$ cat config.mk
export PLATFORM = sky130hd
export DESIGN_NAME = rr_weighted_arbiter
export DESIGN_NICKNAME = d
export VERILOG_FILES = /design/src/rtl/rr_weighted_arbiter.sv
export SDC_FILE = /design/constraint.sdc
export NUM_CORES = 1
export LEC_CHECK = 0
export CORE_ASPECT_RATIO = 0.9
export CORE_MARGIN = 5
export CORE_UTILIZATION = 52
export DETAILED_ROUTE_END_ITERATION = 10
export GPL_ROUTABILITY_DRIVEN = 1
export HOLD_SLACK_MARGIN = 0.02
export PLACE_DENSITY = 0.87
export SETUP_SLACK_MARGIN = 0.3
export SYNTH_ARGS = -nofsm -noshare
export SYNTH_HDL_FRONTEND = slang
export SYNTH_SLANG_ARGS = --single-unit
$ cat constraint.sdc
create_clock -name clk -period 9.8 [get_ports clk]
set_input_delay 0.98 -clock clk [delete_from_list [all_inputs] [get_ports clk]]
set_output_delay 0.98 -clock clk [all_outputs]
set_load 0.05 [all_outputs]
$ cat src/rtl/rr_weighted_arbiter.sv
// rr_weighted_arbiter: N-way round-robin arbiter with per-requester grant quanta.
// Define ARB_LOCK_EN to add the lock port that lets the owner hold past its quantum.
module rr_weighted_arbiter #(
    parameter int N        = 8,
    parameter int WEIGHT_W = 4,
    parameter int ID_W     = $clog2(N)
) (
    input  logic                  clk,
    input  logic                  rst,
    input  logic [N-1:0]          req,
    input  logic [N*WEIGHT_W-1:0] weight,
`ifdef ARB_LOCK_EN
    input  logic                  lock,
`endif
    output logic [N-1:0]          grant_out,
    output logic                  grant_valid,
    output logic [ID_W-1:0]       grant_id
);
    logic [ID_W-1:0]     ptr, owner, win, ptr_n, owner_n;
    logic [WEIGHT_W-1:0] cnt, cnt_n, wq, q;
    logic                valid_n, found, held, lk;

`ifdef ARB_LOCK_EN
    assign lk = lock;
`else
    assign lk = 1'b0;
`endif

    // Scan downward so the last hit is the first set bit at or after ptr.
    always_comb begin
        win   = '0;
        found = 1'b0;
        for (int i = N - 1; i >= 0; i--) begin
            if (req[(int'(ptr) + i) % N]) begin
                win   = ID_W'((int'(ptr) + i) % N);
                found = 1'b1;
            end
        end
    end

    always_comb begin
        wq      = weight[int'(owner)*WEIGHT_W +: WEIGHT_W];
        q       = (wq == '0) ? WEIGHT_W'(1) : wq;
        held    = grant_valid & req[owner] & ((cnt < q) | lk);
        valid_n = held | found;
        cnt_n   = held ? ((cnt < q) ? cnt + 1'b1 : cnt) : (found ? WEIGHT_W'(1) : '0);
        owner_n = (held | ~found) ? owner : win;
        ptr_n   = (held | ~found) ? ptr : ((win == ID_W'(N - 1)) ? '0 : win + 1'b1);
    end

    always_ff @(posedge clk or posedge rst) begin
        if (rst) begin
            ptr         <= '0;
            owner       <= '0;
            cnt         <= '0;
            grant_valid <= 1'b0;
        end else begin
            ptr         <= ptr_n;
            owner       <= owner_n;
            cnt         <= cnt_n;
            grant_valid <= valid_n;
        end
    end

    assign grant_out = grant_valid ? (N'(1) << owner) : '0;
    assign grant_id  = grant_valid ? owner : '0;
endmodule

**Word level (Yosys, flattened, before mapping)**

Index checks and enable logic that the tools add are counted.

- Bits in registers: 11
- Logic and storage cells: 95

- Add/sub/neg operators: 9
- Order comparisons: 10
- Equal/unequal tests: 2
- Shifts and indexed selects: 2
- Mux-type cells: 48
- Bitwise gates (word level): 12
- Reductions and logical operators: 8

Operator list:

| kind | number |
|---|---|
| 4-bit by 5-bit < comparator with 1-bit output (second input constant) | 7 |
| 32-bit by 6-bit indexed part select with 4-bit output | 1 |
| 3-bit two-way mux | 10 |
| 1-bit binary-select mux with 3-bit select | 9 |
| 1-bit two-way mux | 25 |
| 3-bit OR reduction | 7 |
| 3-bit adder (second input constant) | 4 |
| 4-bit two-way mux | 3 |
| 3-bit by 4-bit < comparator with 1-bit output (second input constant) | 2 |
| 8-bit two-way mux | 1 |
| 1-bit by 3-bit left shift with 8-bit output (first input constant) | 1 |
| 1-bit AND (first input constant) | 7 |
| 3-bit by 1-bit adder with 3-bit output (second input constant) | 2 |
| 3-bit by 2-bit adder with 3-bit output (second input constant) | 2 |
| 4-bit by 1-bit adder with 4-bit output (second input constant) | 1 |
| 4-bit logical NOT | 1 |
| 4-bit < comparator | 1 |
| 3-bit == test (second input constant) | 1 |
| 1-bit AND | 2 |
| 2-bit by 1-bit != test with 1-bit output (second input constant) | 1 |
| 1-bit bitwise OR | 2 |
| 1-bit inverter | 1 |

**Longest topological paths before layout**

Gate-level depths: netlist (run 1).

- Word-level depth: 16
- Depth in mapped cells: 16
- Mapped depth without buffers: 13

**Least setup slack after synthesis (run 1)**

Ideal clock, no wire load.

- Kind: register -> register
- Start point: register ptr[1]
- End point: register ptr[2]
- Setup time: 0.104 ns
- Data arrival time: 3.450 ns
- Required time: 9.696 ns
- Path slack: 6.246 ns
- Stages on the path, launching flop included: 15
- Clock period less this slack: 3.554 ns
- Cells stage by stage: dfrtp_1 -> clkbuf_1 -> inv_1 -> ha_1 -> clkbuf_1 -> mux4_1 -> nand2_1 -> o21ai_0 -> o21bai_1 -> a21boi_0 -> o22a_2 -> ha_1 -> inv_1 -> a21o_1 -> a221oi_1

- Cells in the longest elaborated chain, start to end: 14

RTL lines:

| item | line | source |
|---|---|---|
| start: declaration | 19 | `logic [ID_W-1:0] ptr, owner, win, ptr_n, owner_n;` |
| start signal: assignment | 58 | `ptr <= ptr_n;` |
| 3-bit adder | 34 | `if (req[(int'(ptr) + i) % N]) begin` |
| 1-bit binary-select mux with 3-bit select | 34 |  |
| 1-bit two-way mux (implied by the code) (2 in series) | 34 |  |
| 3-bit two-way mux (7 in series) | 34 |  |
| 3-bit two-way mux (*) | 34 |  |
| via win[0] | 19 |  |
| 3-bit by 1-bit adder with 3-bit output or 3-bit == test (tied branches) | 48 | `ptr_n = (held \| ~found) ? ptr : ((win == ID_W'(N - 1)) ? '0 : win + 1'b1);` |
| 3-bit two-way mux (*) | 48 |  |

The timed path passes the listed nets; every way through them passes the cells marked *. The select of a mux whose other input is x is not followed.
A chain may end at the register's enable or synchronous reset.

**Worst setup path after layout (run 1)**

- Start point: register ptr[0]
- End point: register ptr[2]

- Cells in the longest elaborated chain, start to end: 14

RTL lines:

| item | line |
|---|---|
| 3-bit adder | 34, 35 |
| 1-bit binary-select mux with 3-bit select | 34 |
| 1-bit two-way mux (implied by the code) (2 in series) | 34 |
| 3-bit two-way mux (7 in series) | 34 |
| 3-bit two-way mux (*) | 34 |
| via win[0] | 19 |
| 3-bit by 1-bit adder with 3-bit output or 3-bit == test (tied branches) | 48 |
| 3-bit two-way mux (*) | 48 |

Marks and branches as above.

==> results of run 1 <==
worst max-delay path, stage by stage, from the launching register on:
cell,delay [ns]
dfrtp_1,0.87
inv_1,0.10
ha_1,0.60
mux4_1,0.71
nand2_1,0.09
o21ai_0,0.17
o21bai_1,0.21
a21boi_0,0.26
o22a_2,0.21
ha_1,0.16
inv_1,0.06
a21o_1,0.15
a221oi_1,0.22
layer usage:
layer	part of all wire, %	vias to the layer above	track usage [%]
met5	0	-	0
met4	1.2	0	3.69
met3	7.4	6	4.52
met2	49	69	33.2
met1	42	839	29.6
li1	-	843	-
metrics by stage:
step,hold WS [ns],worst slack (ns),cells,util [%],cell area [sq um]
3_3_place_gp,0.565,5.84,275,69.4,2360
4_1_cts,0.602,5.89,279,70.7,2410
5_1_grt,0.638,5.56,279,70.7,2410
6_report,0.598,5.89,279,70.7,2410
2_1_floorplan,0.503,6.25,191,-,1850
3_5_place_dp,0.596,5.73,275,69.4,2360
synth_stat cells (2+ instances only):
| master | number | share of area, % |
|---|---|---|
| a211o_1 | 2 | 0.94 |
| o21ai_0 | 5 | 1.3 |
| inv_1 | 13 | 2.6 |
| nand2_1 | 9 | 1.8 |
| buf_4 | 2 | 0.81 |
| nor3b_1 | 3 | 1.2 |
| o31ai_1 | 3 | 1.2 |
| buf_2 | 3 | 0.81 |
| nor2_1 | 8 | 1.6 |
| nor4_1 | 3 | 1.0 |
| mux4_2 | 10 | 12 |
| a21o_1 | 4 | 1.6 |
| mux2_2 | 11 | 6.7 |
| xnor2_1 | 2 | 0.94 |
| dfrtp_1 | 11 | 15 |
| xor2_1 | 3 | 1.4 |
| o211ai_1 | 3 | 1.2 |
| and2_1 | 6 | 2.0 |
| nand2b_1 | 4 | 1.3 |
| ha_1 | 7 | 4.7 |
| o22ai_1 | 2 | 0.67 |
| mux2i_1 | 12 | 6.5 |
| clkbuf_1 | 5 | 1.0 |
| a2111oi_0 | 2 | 0.94 |
| a21boi_0 | 3 | 1.2 |
| nor2b_1 | 3 | 1.0 |
| and3_1 | 2 | 0.67 |
| a21oi_1 | 13 | 3.5 |
| a211oi_1 | 3 | 1.2 |
| mux4_1 | 7 | 9.9 |
| nor3_1 | 2 | 0.54 |
| a31oi_1 | 2 | 0.67 |
worst max path at each step:
stage	startpoint	to	slack, ns	cells past startpoint
after floorplan	ptr[1]	ptr[2]	6.25	14
after global placement	req[1]	ptr[2]	5.84	12
after detailed placement	req[6]	ptr[2]	5.73	12
after CTS	ptr[0]	ptr[2]	5.89	12
after global routing	ptr[0]	ptr[2]	5.56	12
final	ptr[0]	ptr[2]	5.89	12
registers in the layout, indices dropped and copies added, names as in the netlist:
name / count
ptr: 3
cnt: 4
owner: 3
grant_valid: 1
kinds of logic (layout without fill, tap and decap cells):
| kind of cell | count (synthesis) | in the layout | share of synthesized area [%] |
|---|---|---|---|
| adders and majority gates | 7 | 7 | 4.72 |
| and+or+nand+nor | 46 | 46 | 14.0 |
| xor gates and xnor gates | 5 | 5 | 2.36 |
| AOI/OAI and AO/OA | 55 | 55 | 21.1 |
| buffers and inverters | 26 | 70 | 6.88 |
| DFF | 11 | 11 | 14.8 |
| muxes | 41 | 41 | 36.0 |
layout make-up:
type | count | area, sq um
timing repair buffer | 53 | 531
clock buffer | 4 | 45.0
sequential | 11 | 275
inverter | 13 | 48.8
multi-input combinational | 154 | 1450
tap | 44 | 55.1
fill | 271 | 997
==> qor.yml, run 1 <==
clock_network:
  cts_buffers: 3
  worst_skew_pair.late_latency_ns: 0.23
  cts_hold_buf: 0
  cts_max_level: 1
  ctsRootBufferMaster: "clkbuf_8"
  clk_path_buf_depth: 2
  post_cts_buffers: 0
  clkTransAtPathRegs_ns: 0.05
  cts-resized-gates: 0
  cts_tree: "built"
  cts.sinks: 11
sta:
  totalNegativeSetupSlack_ns: 0
  clock_skew_ns: 0.000636
  rsz0062_at_grt: "no"
  slew_headroom_pct: 44.1
  post-route-period-util_pct: 39.9
  fmax_mhz: 256
  drv_slew: 0
  setup_violations: 0
  layout_min_cycle_time_ns: 3.91
  final_hold_viol_count: 0
  worst-slew-pin-transition_ns: 0.838
route:
  drt-total-wl_mm: 4.92
  vias_per_cell: 6.30
  drc: 0
  firstDrtPassIters: 5
  via_count: 1757
  wl_per_cell_um: 17.6
  drtIter0Drc: 202
  final_antenna_net_count: 0
yosys:
  syn_area_sq_mm: 0.00185
  yosysWarningCount: 0
  synth_cells: 191
  async_flop_share_pct: 100
  syn_area_per_cell_sq_um: 9.71
  synth_cell_types: 55
  ys_ff_latch: 11
  seq_area_frac_synth_pct: 14.8
  synth_nets: 240
  synth-edff-count: 0
  synthFlopType: "dfrtp_1"
global_route:
  antenna_found_initial: 0
  grt.total_usage_pct: 21.0
  grt_max_degree: 25
  grt_pass1_wl_mm: 8.05
  grt_remaining_overflow: 0
  grt_pass1_vias: 1664
finish:
  most-common-layout-cells: "clkdlybuf4s50_1, inv_1, a21oi_1"
  drive_gt1_share_pct: 13.2
  antenna_cells: 0
  syn2layout_area_growth_pct: 29.8
  layout_commonest_cell: "clkdlybuf4s50_1"
  nNetsFinal: 285
die:
  start_util_pct: 54.5
  ios: 54
  die_area_sq_mm: 0.00486
  core_sq_mm: 0.00340
  die_w_um: 72.9
  die_h_um: 66.7
  fp-row-count: 20
hold_path:
  min_path_type: "reg2reg"
  whs_path_depth: 1
  min_to: "cnt[0]"
  hp-start: "cnt[0]"
worst_setup_path:
  worstRegToRegCells: 12
  path_max_fanout: 20
  endpoint_kind: "flip-flop"
  cp.required_ns: 9.93
  startpoint_type: "flip-flop"
  critPathKind: "reg2reg"
  worstPathArrival_ns: 4.05
  reg2reg_slack_ns: 5.89
  rr_endpoint: "ptr[2]"
  r2r_start: "ptr[0]"
placed_design:
  port_buffers: 53
  hpwl_mm: 3.85
  gp_congestion: 0.952
status:
  status: "complete, no violations"
job:
  cap_violations: 0
Power of run 1 is not shown: default switching activity piles up to over one toggle a cycle in this logic, so the estimate is an artifact.
==> inputs of run 2 (changes only) <==
--- a/config.mk
+++ b/config.mk
@@ -7,11 +7,11 @@
 export LEC_CHECK = 0
 export CORE_ASPECT_RATIO = 0.9
 export CORE_MARGIN = 5
-export CORE_UTILIZATION = 52
+export CORE_UTILIZATION = 49
 export DETAILED_ROUTE_END_ITERATION = 10
 export GPL_ROUTABILITY_DRIVEN = 1
 export HOLD_SLACK_MARGIN = 0.02
-export PLACE_DENSITY = 0.87
+export PLACE_DENSITY = 0.82
 export SETUP_SLACK_MARGIN = 0.3
 export SYNTH_ARGS = -nofsm -noshare
 export SYNTH_HDL_FRONTEND = slang
==> constraint.sdc (replaced) <==
create_clock -name clk -period 3.87 [get_ports clk]
set_input_delay 0.387 -clock clk [delete_from_list [all_inputs] [get_ports clk]]
set_output_delay 0.387 -clock clk [all_outputs]
set_load 0.05 [all_outputs]
==> qor.yml, run 2 (synthesized netlist as in run 1, its figures left out) <==
die:
  fp-row-count: 21
  die_area_sq_mm: 0.00512
  ios: 54
  core_sq_mm: 0.00368
  die_h_um: 68.4
  start_util_pct: 50.4
  die_w_um: 74.8
finish:
  top_regs: "cnt: 4 flops, owner: 3 flops, ptr: 3 flops"
  nNetsFinal: 291
  largest_register: "cnt"
  syn2layout_area_growth_pct: 32.5
  drive_gt1_share_pct: 16.2
  final_core_util_pct: 66.8
  most-common-layout-cells: "clkdlybuf4s50_1, inv_1, a21oi_1"
  antenna_cells: 0
  layout_commonest_cell: "clkdlybuf4s50_1"
  largest_reg_flops: 4
clock_network:
  ctsRootBufferMaster: "clkbuf_8"
  cts_hold_buf: 0
  post_cts_buffers: 0
  clkTransAtPathRegs_ns: 0.05
  worst_skew_pair.late_latency_ns: 0.24
  cts_tree: "built"
  clk_path_buf_depth: 2
  cts_buffers: 3
  cts_max_level: 1
  cts.sinks: 11
route:
  wl_per_cell_um: 17.3
  drt-total-wl_mm: 4.98
  highest_layer: "met4"
  wl_met2_mm: 2.48
  wl_met1_mm: 2.17
  vias_per_cell: 6.20
  via_count: 1780
  met3_length_um: 266
  firstDrtPassIters: 4
  drtIter0Drc: 88
  final_antenna_net_count: 0
  drc: 0
sta:
  post-route-period-util_pct: 85.8
  fmax_mhz: 301
  slew_headroom_pct: 64.3
  rsz0062_at_grt: "no"
  layout_min_cycle_time_ns: 3.32
  drv_slew: 0
  final_hold_viol_count: 0
  clock_skew_ns: 0.00497
  worst-slew-pin-transition_ns: 0.533
  totalNegativeSetupSlack_ns: 0
  setup_violations: 0
worst_setup_path:
  cp.required_ns: 4.00
  path_max_fanout: 19
  rr_endpoint: "ptr[2]"
  reg2reg_slack_ns: 0.55
  startpoint_type: "flip-flop"
  worstPathArrival_ns: 3.45
  critPathKind: "reg2reg"
  r2r_start: "ptr[0]"
  endpoint_kind: "flip-flop"
  worstRegToRegCells: 13
global_route:
  grt.total_usage_pct: 20.1
  grt_pass1_wl_mm: 7.85
  grt_remaining_overflow: 0
  grt_max_degree: 20
  antenna_found_initial: 0
  grt_pass1_vias: 1587
placed_design:
  gp_congestion: 0.983
  hpwl_mm: 4.02
  port_buffers: 53
job:
  cap_violations: 0
hold_path:
  min_path_type: "in2async"
status:
  status: "complete, no violations"
[run 2: cell count changes in the layout (fill, tap and decap cells not counted)]
cell	change
buf_4	+6
dfrtp_1	-1
dfrtp_2	+1
ha_1	-1
ha_2	+1
[run 2: critical path: stages (launching register included)]
cell,delay [ns]
dfrtp_1,0.36
buf_4,0.27
ha_1,0.25
xor2_1,0.38
mux4_2,0.44
o32ai_1,0.38
o21ai_0,0.14
a2bb2oi_1,0.16
a21oi_1,0.06
o22ai_2,0.11
ha_1,0.19
inv_1,0.06
a21o_1,0.15
a221oi_1,0.24
[run 2: layer usage]
| layer | up-vias | GRT usage [%] |
|---|---|---|
| li1 | 854 | - |
| met3 | 6 | 4.26 |
| met2 | 57 | 30.7 |
| met1 | 863 | 29.8 |
| met4 | 0 | 2.44 |
| met5 | - | 0 |
[run 2: what timing repair did]
action / in CTS / in global routing
endpoints found under the hold margin: 0 / 0
setup endpoints to repair: 0 / 4
gates resized for setup: 0 / 2
[run 2: worst max path at each step]
stage / cells after the start / to / start / slack (ns)
global route: 12 / ptr[2] / ptr[0] / 0.36
floorplan: 14 / ptr[2] / ptr[1] / 0.32
detailed placement: 12 / ptr[2] / req[6] / 0.42
CTS: 9 / ptr[1] / owner[0] / 0.52
global placement: 12 / ptr[2] / req[6] / 0.48
finish: 13 / ptr[2] / ptr[0] / 0.55
[run 2: layout make-up]
class / count / area [sq um]
multi-input cells: 154 / 1450
flip-flops and latches: 11 / 277
repair buffers: 59 / 576
inverters: 13 / 48.8
well taps: 46 / 57.6
fillers: 303 / 1220
clock buffers: 4 / 45.0
[run 2: through the flow]
step / instances / instance area, sq um / worst slack [ns] / hold WS (ns)
finish: 287 / 2460 / 0.551 / 0.440
global route: 287 / 2460 / 0.365 / 0.482
CTS: 287 / 2450 / 0.523 / 0.453
detailed placement: 283 / 2410 / 0.416 / 0.559
global placement: 283 / 2410 / 0.479 / 0.561
floorplan: 191 / 1850 / 0.316 / 0.239
Power of run 2 is left out for the same reason.
==> inputs of run 3 (changes only) <==
--- a/config.mk
+++ b/config.mk
@@ -6,7 +6,7 @@
 export NUM_CORES = 1
 export LEC_CHECK = 0
 export CORE_ASPECT_RATIO = 0.9
-export CORE_MARGIN = 5
+export CORE_MARGIN = 3
 export CORE_UTILIZATION = 49
 export DETAILED_ROUTE_END_ITERATION = 10
 export GPL_ROUTABILITY_DRIVEN = 1
==> qor.yml, run 3 (synthesized netlist as in run 1, its figures left out) <==
status:
  status: "complete, no violations"
sta:
  slew_headroom_pct: 63.8
  worst-slew-pin-transition_ns: 0.541
  totalNegativeSetupSlack_ns: 0
  fmax_mhz: 302
  rsz0062_at_grt: "no"
  layout_min_cycle_time_ns: 3.31
  post-route-period-util_pct: 85.5
  final_hold_viol_count: 0
  clock_skew_ns: 0.0111
  hold_ws_ns: 0.436
  drv_slew: 0
  setup_violations: 0
worst_setup_path:
  startpoint_type: "flip-flop"
  crit_chain: "buf_4 > ha_1 > xor2_1 > mux4_2 > o32ai_1 > o21ai_0 > a2bb2oi_1 > a21oi_1 > o22ai_2 > ha_1 > inv_1 > a21o_1 > a221oi_1"
  cp.required_ns: 4.00
  worstPathArrival_ns: 3.44
  crit_top_cell: "ha_1"
  path_max_fanout: 19
  critPathKind: "reg2reg"
  slowest_stage: "mux4_2"
  endpoint_kind: "flip-flop"
  slowest_delay_ns: 0.45
global_route:
  use_met2_pct: 33.2
  grt_max_degree: 20
  grt_pass1_vias: 1639
  antenna_found_initial: 0
  grt_pass1_wl_mm: 8.06
  grt_use_met3_pct: 3.77
  use_met1_pct: 33.4
  grt.total_usage_pct: 22.0
  top_usage_layer: "met1"
  grt_remaining_overflow: 0
die:
  ios: 54
  die_w_um: 70.8
  die_area_sq_mm: 0.00456
  die_h_um: 64.4
  fp-row-count: 20
  core_sq_mm: 0.00350
  start_util_pct: 52.9
placed_design:
  hpwl_mm: 3.87
  place_inst: 281
  port_buffers: 53
  gp_congestion: 0.959
route:
  firstDrtPassIters: 4
  drc: 0
  wl_per_cell_um: 17.0
  final_antenna_net_count: 0
  drtIter0Drc: 154
  via_count: 1775
  drt-total-wl_mm: 4.85
  vias_per_cell: 6.23
clock_network:
  cts_tree: "built"
  cts_max_level: 1
  clkTransAtPathRegs_ns: 0.06
  post_cts_buffers: 0
  worst_skew_pair.late_latency_ns: 0.24
  ctsRootBufferMaster: "clkbuf_8"
  cts.sinks: 11
  cts_buffers: 3
  clk_path_buf_depth: 2
finish:
  largest_reg_flops: 4
  largest_register: "cnt"
  layout_commonest_cell: "clkdlybuf4s50_1"
  layoutNonFillerInstCount: 285
  regArea_sq_um: 275
  top_regs: "cnt: 4 flops, owner: 3 flops, ptr: 3 flops"
  most-common-layout-cells: "clkdlybuf4s50_1, inv_1, a21oi_1"
  multi_input_area_sq_mm: 0.00145
  final_core_util_pct: 70.0
  drive_gt1_share_pct: 15.8
  nNetsFinal: 291
  antenna_cells: 0
  syn2layout_area_growth_pct: 32.3
  fillers: 264
hold_path:
  min_path_type: "in2async"
job:
  cap_violations: 0
[run 3: changes by cell type in the layout (fill, tap and decap cells not counted)]
cell	previous run	this run
dfrtp_1	10	11
dfrtp_2	1	0
[run 3: worst max-delay path: cells and delay by family (launching register included)]
kind / cells / cell delay [ns]
compound gates: 7 / 1.24
fa+ha+maj: 2 / 0.46
mux: 1 / 0.45
xor+xnor: 1 / 0.39
flops: 1 / 0.35
buf+inv: 2 / 0.33
[run 3: cell type report]
type	instances	share of cell area [%]
timing repair buffer	59	23.5
multi-input combinational	154	59.3
tap	44	2.24
inverter	13	1.99
clock buffer	4	1.84
sequential	11	11.2
[run 3: routing by layer]
metal,part of all wire [%],routed length (um)
met1,44,2140
met2,48,2310
met3,8.0,389
met4,0.21,10
met5,0,0
[run 3: timing repair]
item | in CTS | in global routing
resized for setup | 0 | 1
hold buffers | 0 | 0
endpoints found under the setup margin | 0 | 1
endpoints found under the hold margin | 0 | 0
[run 3: final timing paths]
kind,startpoint,to,slack [ns],cells after the start
setup / recovery,ptr[0],ptr[2],0.56,13
hold / removal,rst,cnt[2],0.44,2
setup reg to reg,ptr[0],ptr[2],0.56,13
hold reg to reg,cnt[0],cnt[0],0.57,1
max in group asynchronous,rst,owner[0],3.12,2
min in group clk,cnt[0],cnt[0],0.57,1
[run 3: per-stage QoR]
| step | setup WS (ns) | cell area [sq um] |
|---|---|---|
| detailed placement | 0.465 | 2410 |
| global placement | 0.494 | 2410 |
| finish | 0.560 | 2450 |
| global route | 0.336 | 2450 |
| CTS | 0.537 | 2450 |
| floorplan | 0.316 | 1850 |
Power of run 3 is left out for the same reason.
